**src/rtl/riscv_core_pipe_ctrl.sv**
```systemverilog
// Hazard/sequencing controller for the RV64I 5-stage pipeline registers and PC.
// Optional perf counters are enabled by defining PIPE_CTRL_PERF_EN.
module riscv_core_pipe_ctrl #(
  parameter int W_REG_ADDR     = 5,
  parameter int INIT_FLUSH_CYC = 2,
  parameter int DWAIT_TIMEOUT  = 255,
  parameter int W_PERF         = 16
) (
  input  logic                  i_ctrl_clk,
  input  logic                  i_ctrl_rst,
  input  logic [W_REG_ADDR-1:0] i_id_rs1,
  input  logic [W_REG_ADDR-1:0] i_id_rs2,
  input  logic                  i_id_rs1_used,
  input  logic                  i_id_rs2_used,
  input  logic [W_REG_ADDR-1:0] i_ex_rd,
  input  logic                  i_ex_is_load,
  input  logic                  i_ex_redirect,
  input  logic                  i_trap,
  input  logic                  i_imem_ready,
  input  logic                  i_dmem_req,
  input  logic                  i_dmem_ready,
  output logic                  o_pc_en_n,
  output logic                  o_if_id_en_n,
  output logic                  o_if_id_clr,
  output logic                  o_id_ex_en_n,
  output logic                  o_id_ex_clr,
  output logic                  o_ex_mem_en_n,
  output logic                  o_ex_mem_clr,
  output logic                  o_mem_wb_en_n,
  output logic                  o_mem_wb_clr,
  output logic [1:0]            o_ctrl_state,
  output logic                  o_ctrl_err,
  output logic [W_PERF-1:0]     o_perf_stall_cnt,
  output logic [W_PERF-1:0]     o_perf_flush_cnt
);

  localparam logic [1:0] ST_INIT  = 2'd0;
  localparam logic [1:0] ST_RUN   = 2'd1;
  localparam logic [1:0] ST_DWAIT = 2'd2;
  localparam logic [1:0] ST_TOUT  = 2'd3;

  localparam int W_INIT = (INIT_FLUSH_CYC > 1) ? $clog2(INIT_FLUSH_CYC) : 1;
  localparam int W_TO   = $clog2(DWAIT_TIMEOUT + 2);
  localparam logic [W_INIT-1:0] INIT_LAST = W_INIT'(INIT_FLUSH_CYC - 1);
  localparam logic [W_TO-1:0]   TO_LIMIT  = W_TO'(DWAIT_TIMEOUT);

  logic [1:0]        state_r, next_state_s;
  logic [W_INIT-1:0] init_cnt_r;
  logic [W_TO-1:0]   to_cnt_r;
  logic              load_use_s;
  logic              pc_en_n_s, if_id_en_n_s, if_id_clr_s, id_ex_en_n_s, id_ex_clr_s;
  logic              ex_mem_en_n_s, ex_mem_clr_s, mem_wb_en_n_s, mem_wb_clr_s, err_s;

  assign load_use_s = i_ex_is_load && (i_ex_rd != {W_REG_ADDR{1'b0}}) &&
                      ((i_id_rs1_used && (i_id_rs1 == i_ex_rd)) ||
                       (i_id_rs2_used && (i_id_rs2 == i_ex_rd)));

  // Next-state and stage-control decode; defaults are the full-flush pattern
  always_comb begin
    next_state_s  = state_r;
    pc_en_n_s     = 1'b1;
    if_id_en_n_s  = 1'b1;  if_id_clr_s  = 1'b1;
    id_ex_en_n_s  = 1'b1;  id_ex_clr_s  = 1'b1;
    ex_mem_en_n_s = 1'b1;  ex_mem_clr_s = 1'b1;
    mem_wb_en_n_s = 1'b1;  mem_wb_clr_s = 1'b1;
    err_s         = 1'b0;
    case (state_r)
      ST_INIT: begin
        if (init_cnt_r == INIT_LAST) begin
          next_state_s = ST_RUN;
        end else begin
          next_state_s = ST_INIT;
        end
      end
      ST_RUN, ST_DWAIT: begin
        next_state_s = ST_RUN;
        if (i_trap) begin
          pc_en_n_s = 1'b0;
        end else if (i_dmem_req && !i_dmem_ready) begin
          if_id_clr_s  = 1'b0;
          id_ex_clr_s  = 1'b0;
          ex_mem_clr_s = 1'b0;
          if ((DWAIT_TIMEOUT != 0) && (state_r == ST_DWAIT) && (to_cnt_r == TO_LIMIT)) begin
            next_state_s = ST_TOUT;
          end else begin
            next_state_s = ST_DWAIT;
          end
        end else if (i_ex_redirect) begin
          pc_en_n_s     = 1'b0;
          ex_mem_en_n_s = 1'b0;  ex_mem_clr_s = 1'b0;
          mem_wb_en_n_s = 1'b0;  mem_wb_clr_s = 1'b0;
        end else if (load_use_s) begin
          if_id_clr_s   = 1'b0;
          ex_mem_en_n_s = 1'b0;  ex_mem_clr_s = 1'b0;
          mem_wb_en_n_s = 1'b0;  mem_wb_clr_s = 1'b0;
        end else if (!i_imem_ready) begin
          id_ex_en_n_s  = 1'b0;  id_ex_clr_s  = 1'b0;
          ex_mem_en_n_s = 1'b0;  ex_mem_clr_s = 1'b0;
          mem_wb_en_n_s = 1'b0;  mem_wb_clr_s = 1'b0;
        end else begin
          pc_en_n_s     = 1'b0;
          if_id_en_n_s  = 1'b0;  if_id_clr_s  = 1'b0;
          id_ex_en_n_s  = 1'b0;  id_ex_clr_s  = 1'b0;
          ex_mem_en_n_s = 1'b0;  ex_mem_clr_s = 1'b0;
          mem_wb_en_n_s = 1'b0;  mem_wb_clr_s = 1'b0;
        end
      end
      ST_TOUT: begin
        next_state_s = ST_TOUT;
        if_id_clr_s  = 1'b0;
        id_ex_clr_s  = 1'b0;
        ex_mem_clr_s = 1'b0;
        mem_wb_clr_s = 1'b0;
        err_s        = 1'b1;
      end
      default: begin
        next_state_s = ST_INIT;
      end
    endcase
  end

  // State, init-flush counter and dmem-wait timeout counter
  always_ff @(posedge i_ctrl_clk or posedge i_ctrl_rst) begin
    if (i_ctrl_rst) begin
      state_r    <= ST_INIT;
      init_cnt_r <= {W_INIT{1'b0}};
      to_cnt_r   <= {W_TO{1'b0}};
    end else begin
      state_r <= next_state_s;
      if ((state_r == ST_INIT) && (init_cnt_r != INIT_LAST)) begin
        init_cnt_r <= init_cnt_r + W_INIT'(1);
      end else begin
        init_cnt_r <= init_cnt_r;
      end
      if (next_state_s == ST_DWAIT) begin
        to_cnt_r <= (state_r == ST_DWAIT) ? (to_cnt_r + W_TO'(1)) : W_TO'(1);
      end else begin
        to_cnt_r <= {W_TO{1'b0}};
      end
    end
  end

  assign o_pc_en_n     = pc_en_n_s;
  assign o_if_id_en_n  = if_id_en_n_s;
  assign o_if_id_clr   = if_id_clr_s;
  assign o_id_ex_en_n  = id_ex_en_n_s;
  assign o_id_ex_clr   = id_ex_clr_s;
  assign o_ex_mem_en_n = ex_mem_en_n_s;
  assign o_ex_mem_clr  = ex_mem_clr_s;
  assign o_mem_wb_en_n = mem_wb_en_n_s;
  assign o_mem_wb_clr  = mem_wb_clr_s;
  assign o_ctrl_state  = state_r;
  assign o_ctrl_err    = err_s;

`ifdef PIPE_CTRL_PERF_EN
  logic [W_PERF-1:0] stall_cnt_r, flush_cnt_r;
  logic              active_s, flush_evt_s;

  // Only trap and redirect load the PC while clearing IF/ID
  assign active_s    = (state_r == ST_RUN) || (state_r == ST_DWAIT);
  assign flush_evt_s = active_s && !pc_en_n_s && if_id_clr_s;

  // Saturating stall/flush event counters
  always_ff @(posedge i_ctrl_clk or posedge i_ctrl_rst) begin
    if (i_ctrl_rst) begin
      stall_cnt_r <= {W_PERF{1'b0}};
      flush_cnt_r <= {W_PERF{1'b0}};
    end else begin
      if (active_s && pc_en_n_s && (stall_cnt_r != {W_PERF{1'b1}})) begin
        stall_cnt_r <= stall_cnt_r + W_PERF'(1);
      end else begin
        stall_cnt_r <= stall_cnt_r;
      end
      if (flush_evt_s && (flush_cnt_r != {W_PERF{1'b1}})) begin
        flush_cnt_r <= flush_cnt_r + W_PERF'(1);
      end else begin
        flush_cnt_r <= flush_cnt_r;
      end
    end
  end

  assign o_perf_stall_cnt = stall_cnt_r;
  assign o_perf_flush_cnt = flush_cnt_r;
`else
  assign o_perf_stall_cnt = {W_PERF{1'b0}};
  assign o_perf_flush_cnt = {W_PERF{1'b0}};
`endif

endmodule

```
**config.mk**
```make
export PLATFORM = sky130hd
export DESIGN_NAME = riscv_core_pipe_ctrl
export DESIGN_NICKNAME = d
export VERILOG_FILES = /design/src/rtl/riscv_core_pipe_ctrl.sv
export SDC_FILE = /design/constraint.sdc
export NUM_CORES = 1
export LEC_CHECK = 0
export ABC_AREA = 1
export CAP_MARGIN = 20
export CORE_MARGIN = 2
export CORE_UTILIZATION = 35
export CTS_CLUSTER_SIZE = 12
export DETAILED_ROUTE_END_ITERATION = 8
export PLACE_DENSITY = 0.77
export SETUP_SLACK_MARGIN = 0.1
export SYNTH_ARGS = -nofsm -noshare
export SYNTH_HDL_FRONTEND = slang
export SYNTH_SLANG_ARGS = --single-unit
```
**constraint.sdc**
```tcl
create_clock -name i_ctrl_clk -period 2 [get_ports i_ctrl_clk]
set_clock_uncertainty 0.2 [all_clocks]
set_input_delay 0.4 -clock i_ctrl_clk [delete_from_list [all_inputs] [get_ports i_ctrl_clk]]
set_output_delay 0.4 -clock i_ctrl_clk [all_outputs]
set_load 0.01 [all_outputs]
```
==> results.cfg, run 1 <==
[setup_path]
critPathSlowestCell = dfrtp_1
worst_setup_path_start_kind = register
worst_path_most_repeated_cell = inv_2
cp.depth = 8
worstPathCellList = inv_2, ha_4, inv_4, nor3_4, inv_2, nor2_4, nand3_2, buf_6
max_stage_delay_ns = 0.37
critPathCaptureType = output pin
path_buf_inv = 4
cp_top_family = flip-flops
r2r_cells = 15
cp.arrival_ns = 1.53
crit_required_ns = 1.40
path_class = reg -> out
crit_fanout = 2

[pwr]
powerDensity_nw_per_um2 = 314
p_leak_nw = 0.980
ir_drop_uv = 147

[timing]
fin_crit_ns = 2.13
post-route-period-util_pct = 106
tns_ns = -0.585
finalSetupViolCount = 12
hold_viol = 0
setup_ws_ns = -0.125
rsz0062_at_grt = true
fmax_mhz = 471
whs_ns = 0.230
drv_slew = 0

[cts]
cts_tree = built
clk_pin_slew_ns = 0.08
clock_latency_ns = 0.27
cts_buffer_depth = 2
clock-sinks = 12
cts-root-buf = clkbuf_4
cts_hold_buf = 0
h-tree-depth = 1
cts_buffers = 3

[yosys]
syn_area_um2 = 1220
syn_area_per_cell_um2 = 6.62
synthCells = 185
ys_warn_count = 0
ys_seq_area_share_pct = 24.5
synth-seq-cells = 12
synth_cell_types = 22

[placement]
gp_congestion = 0.867
dp_hpwl_mm = 2.00
io_buffer_count = 36
placed_cell_area_um2 = 1640
place_ws_ns = -0.823
post-place-cells = 277

[routing]
wirelength_mm = 2.52
first_iter_violations = 40
detail-route-antenna-nets = 0
route.detailed.drc = 0
dr.pass1.iters = 4
dr_total_vias = 1172
viasPerCell = 3.97
wl_per_cell_um = 8.53

[global_routing]
grt_overflow_total = 0
grt_max_degree = 13
grt_usage_pct = 13.4
grt_pass1_vias = 1120
antenna_found_initial = 0
grt_pass1_wl_mm = 4.44

[cells_and_area]
diodes = 0
stdcell_area_um2 = 1770
final_cells = 295
final_nets = 281
area_delta_synth_final_pct = 44.5
layout-drive-gt1-share_pct = 39.4

[die]
initial_core_util_pct = 36.7
fp.dieH_um = 63.2
dieArea_um2 = 3990
core_area_um2 = 3340
ioPinCount = 69
rows = 21
die_w_um = 63.2

[outcome]
outcome = finished with violations
violations = negative setup slack

[worst_hold_path]
min_path_type = in -> async

[job]
maxCapViolCount = 0
-- synth_stat cells --
cell type	n	share of area, %
nor3b_2	4	4.1
inv_1	33	10
nor3_2	1	0.82
clkinv_2	1	0.41
or2_2	1	0.51
nand4_2	1	1.0
nand2_4	1	0.92
ha_1	6	6.1
nand2_1	50	15
nor2_1	20	6.1
o21ai_0	3	1.2
conb_1	1	0.31
nor2_4	1	0.92
nor3_1	2	0.82
nand2_2	1	0.51
a21oi_1	6	2.5
nor2_2	1	0.51
buf_4	33	20
and3_1	1	0.51
nand3_1	5	2.0
nand4_1	1	0.51
dfrtp_1	12	25
-- where the power goes --
| group | internal, mW | total, mW | switching [mW] |
|---|---|---|---|
| Sequential | 0.242 | 0.242 | 0 |
| Clock | 0.110 | 0.192 | 0.0814 |
| Combinational | 0.0460 | 0.121 | 0.0751 |
-- routing by layer --
| layer | GRT usage (%) | share of wire (%) | vias up |
|---|---|---|---|
| met1 | 15.5 | 41 | 508 |
| li1 | - | - | 617 |
| met2 | 25.8 | 52 | 43 |
| met4 | 4.17 | 1.6 | 0 |
| met3 | 1.25 | 5.7 | 4 |
| met5 | 0 | 0 | - |
-- sequential cells by signal (all words and copies together) (netlist names) --
name / count
to_cnt_r: 9
init_cnt_r: 1
o_ctrl_state: 2
-- logic make-up (layout without fill, tap and decap cells) --
kind of cell / Yosys count / in the layout / synth area share (%)
other: 1 / 32 / 0.306
AOI/OAI and AO/OA: 9 / 9 / 3.68
adders and majority gates: 6 / 6 / 6.13
buffers and inverters: 67 / 100 / 30.7
and+or+nand+nor: 90 / 90 / 34.6
DFF: 12 / 12 / 24.5
-- per-stage QoR --
step           total power [mW]  util (%)
3_3_place_gp              0.376      49.1
4_1_cts                   0.562      52.9
5_1_grt                   0.590      53.1
2_1_floorplan             0.359         -
6_report                  0.555      53.1
3_5_place_dp              0.377      49.1
-- final timing paths --
path | startpoint | end | slack (ns)
setup reg to reg | to_cnt_r[1] | to_cnt_r[6] | -0.05
hold reg to reg | init_cnt_r | init_cnt_r | 0.28
max in group asynchronous | i_ctrl_rst | o_ctrl_state[1] | 1.07
min in group i_ctrl_clk | init_cnt_r | init_cnt_r | 0.28
hold / removal | i_ctrl_rst | to_cnt_r[4] | 0.23
setup / recovery | o_ctrl_state[0] | o_if_id_en_n | -0.13
-- worst register-to-register path, stage by stage, from the launching register on --
cell     delay [ns]
dfrtp_1        0.39
ha_2           0.20
nand2_2        0.06
nor2_1         0.04
inv_1          0.07
nor2_2         0.05
nand3_2        0.07
nor2_2         0.04
ha_2           0.16
nand2_1        0.05
nand2_1        0.06
nor2_2         0.13
nand4_2        0.13
inv_4          0.10
nand2_8        0.07
nor3b_2        0.17
-- cell usage in the layout (no fill, tap or decap), types with 2 or more instances in the layout --
master and n:
ha_1 2, nand2_2 6, ha_2 2, clkbuf_4 3
clkdlybuf4s50_1 4, ha_4 2, nor2_2 6, inv_1 22
nand3_1 3, buf_6 6, buf_2 8, nor3_2 2
dfrtp_1 12, inv_2 10, nor2_1 13, nor2_4 3
dlygate4sd2_1 6, nor3b_2 4, a21oi_1 6, nand3_2 2
inv_4 2, conb_1 32, nand2_1 45, buf_4 27
clkbuf_2 9
-- layout make-up --
class / instances / area, um2
well taps: 46 / 57.6
clock buffers: 4 / 36.3
repair buffers: 62 / 470
fillers: 348 / 1570
flip-flops and latches: 12 / 300
inverters: 34 / 133
multi-input cells: 137 / 773
-- repair_timing --
item	CTS	global route
pin swaps	24	23
hold endpoints to repair	0	0
setup buffers	9	5
gates resized for setup	105	28
endpoints found under the setup margin	19	20
Note: power is estimated with default switching activity, not from simulation.
==> inputs of run 2 (changes only) <==
--- a/config.mk
+++ b/config.mk
@@ -9,7 +9,6 @@
 export CAP_MARGIN = 20
 export CORE_MARGIN = 2
 export CORE_UTILIZATION = 35
-export CTS_CLUSTER_SIZE = 12
 export DETAILED_ROUTE_END_ITERATION = 8
 export PLACE_DENSITY = 0.77
 export SETUP_SLACK_MARGIN = 0.1
==> results of run 2 <==
Final layout, timing and power as in run 1 (identical DEF).
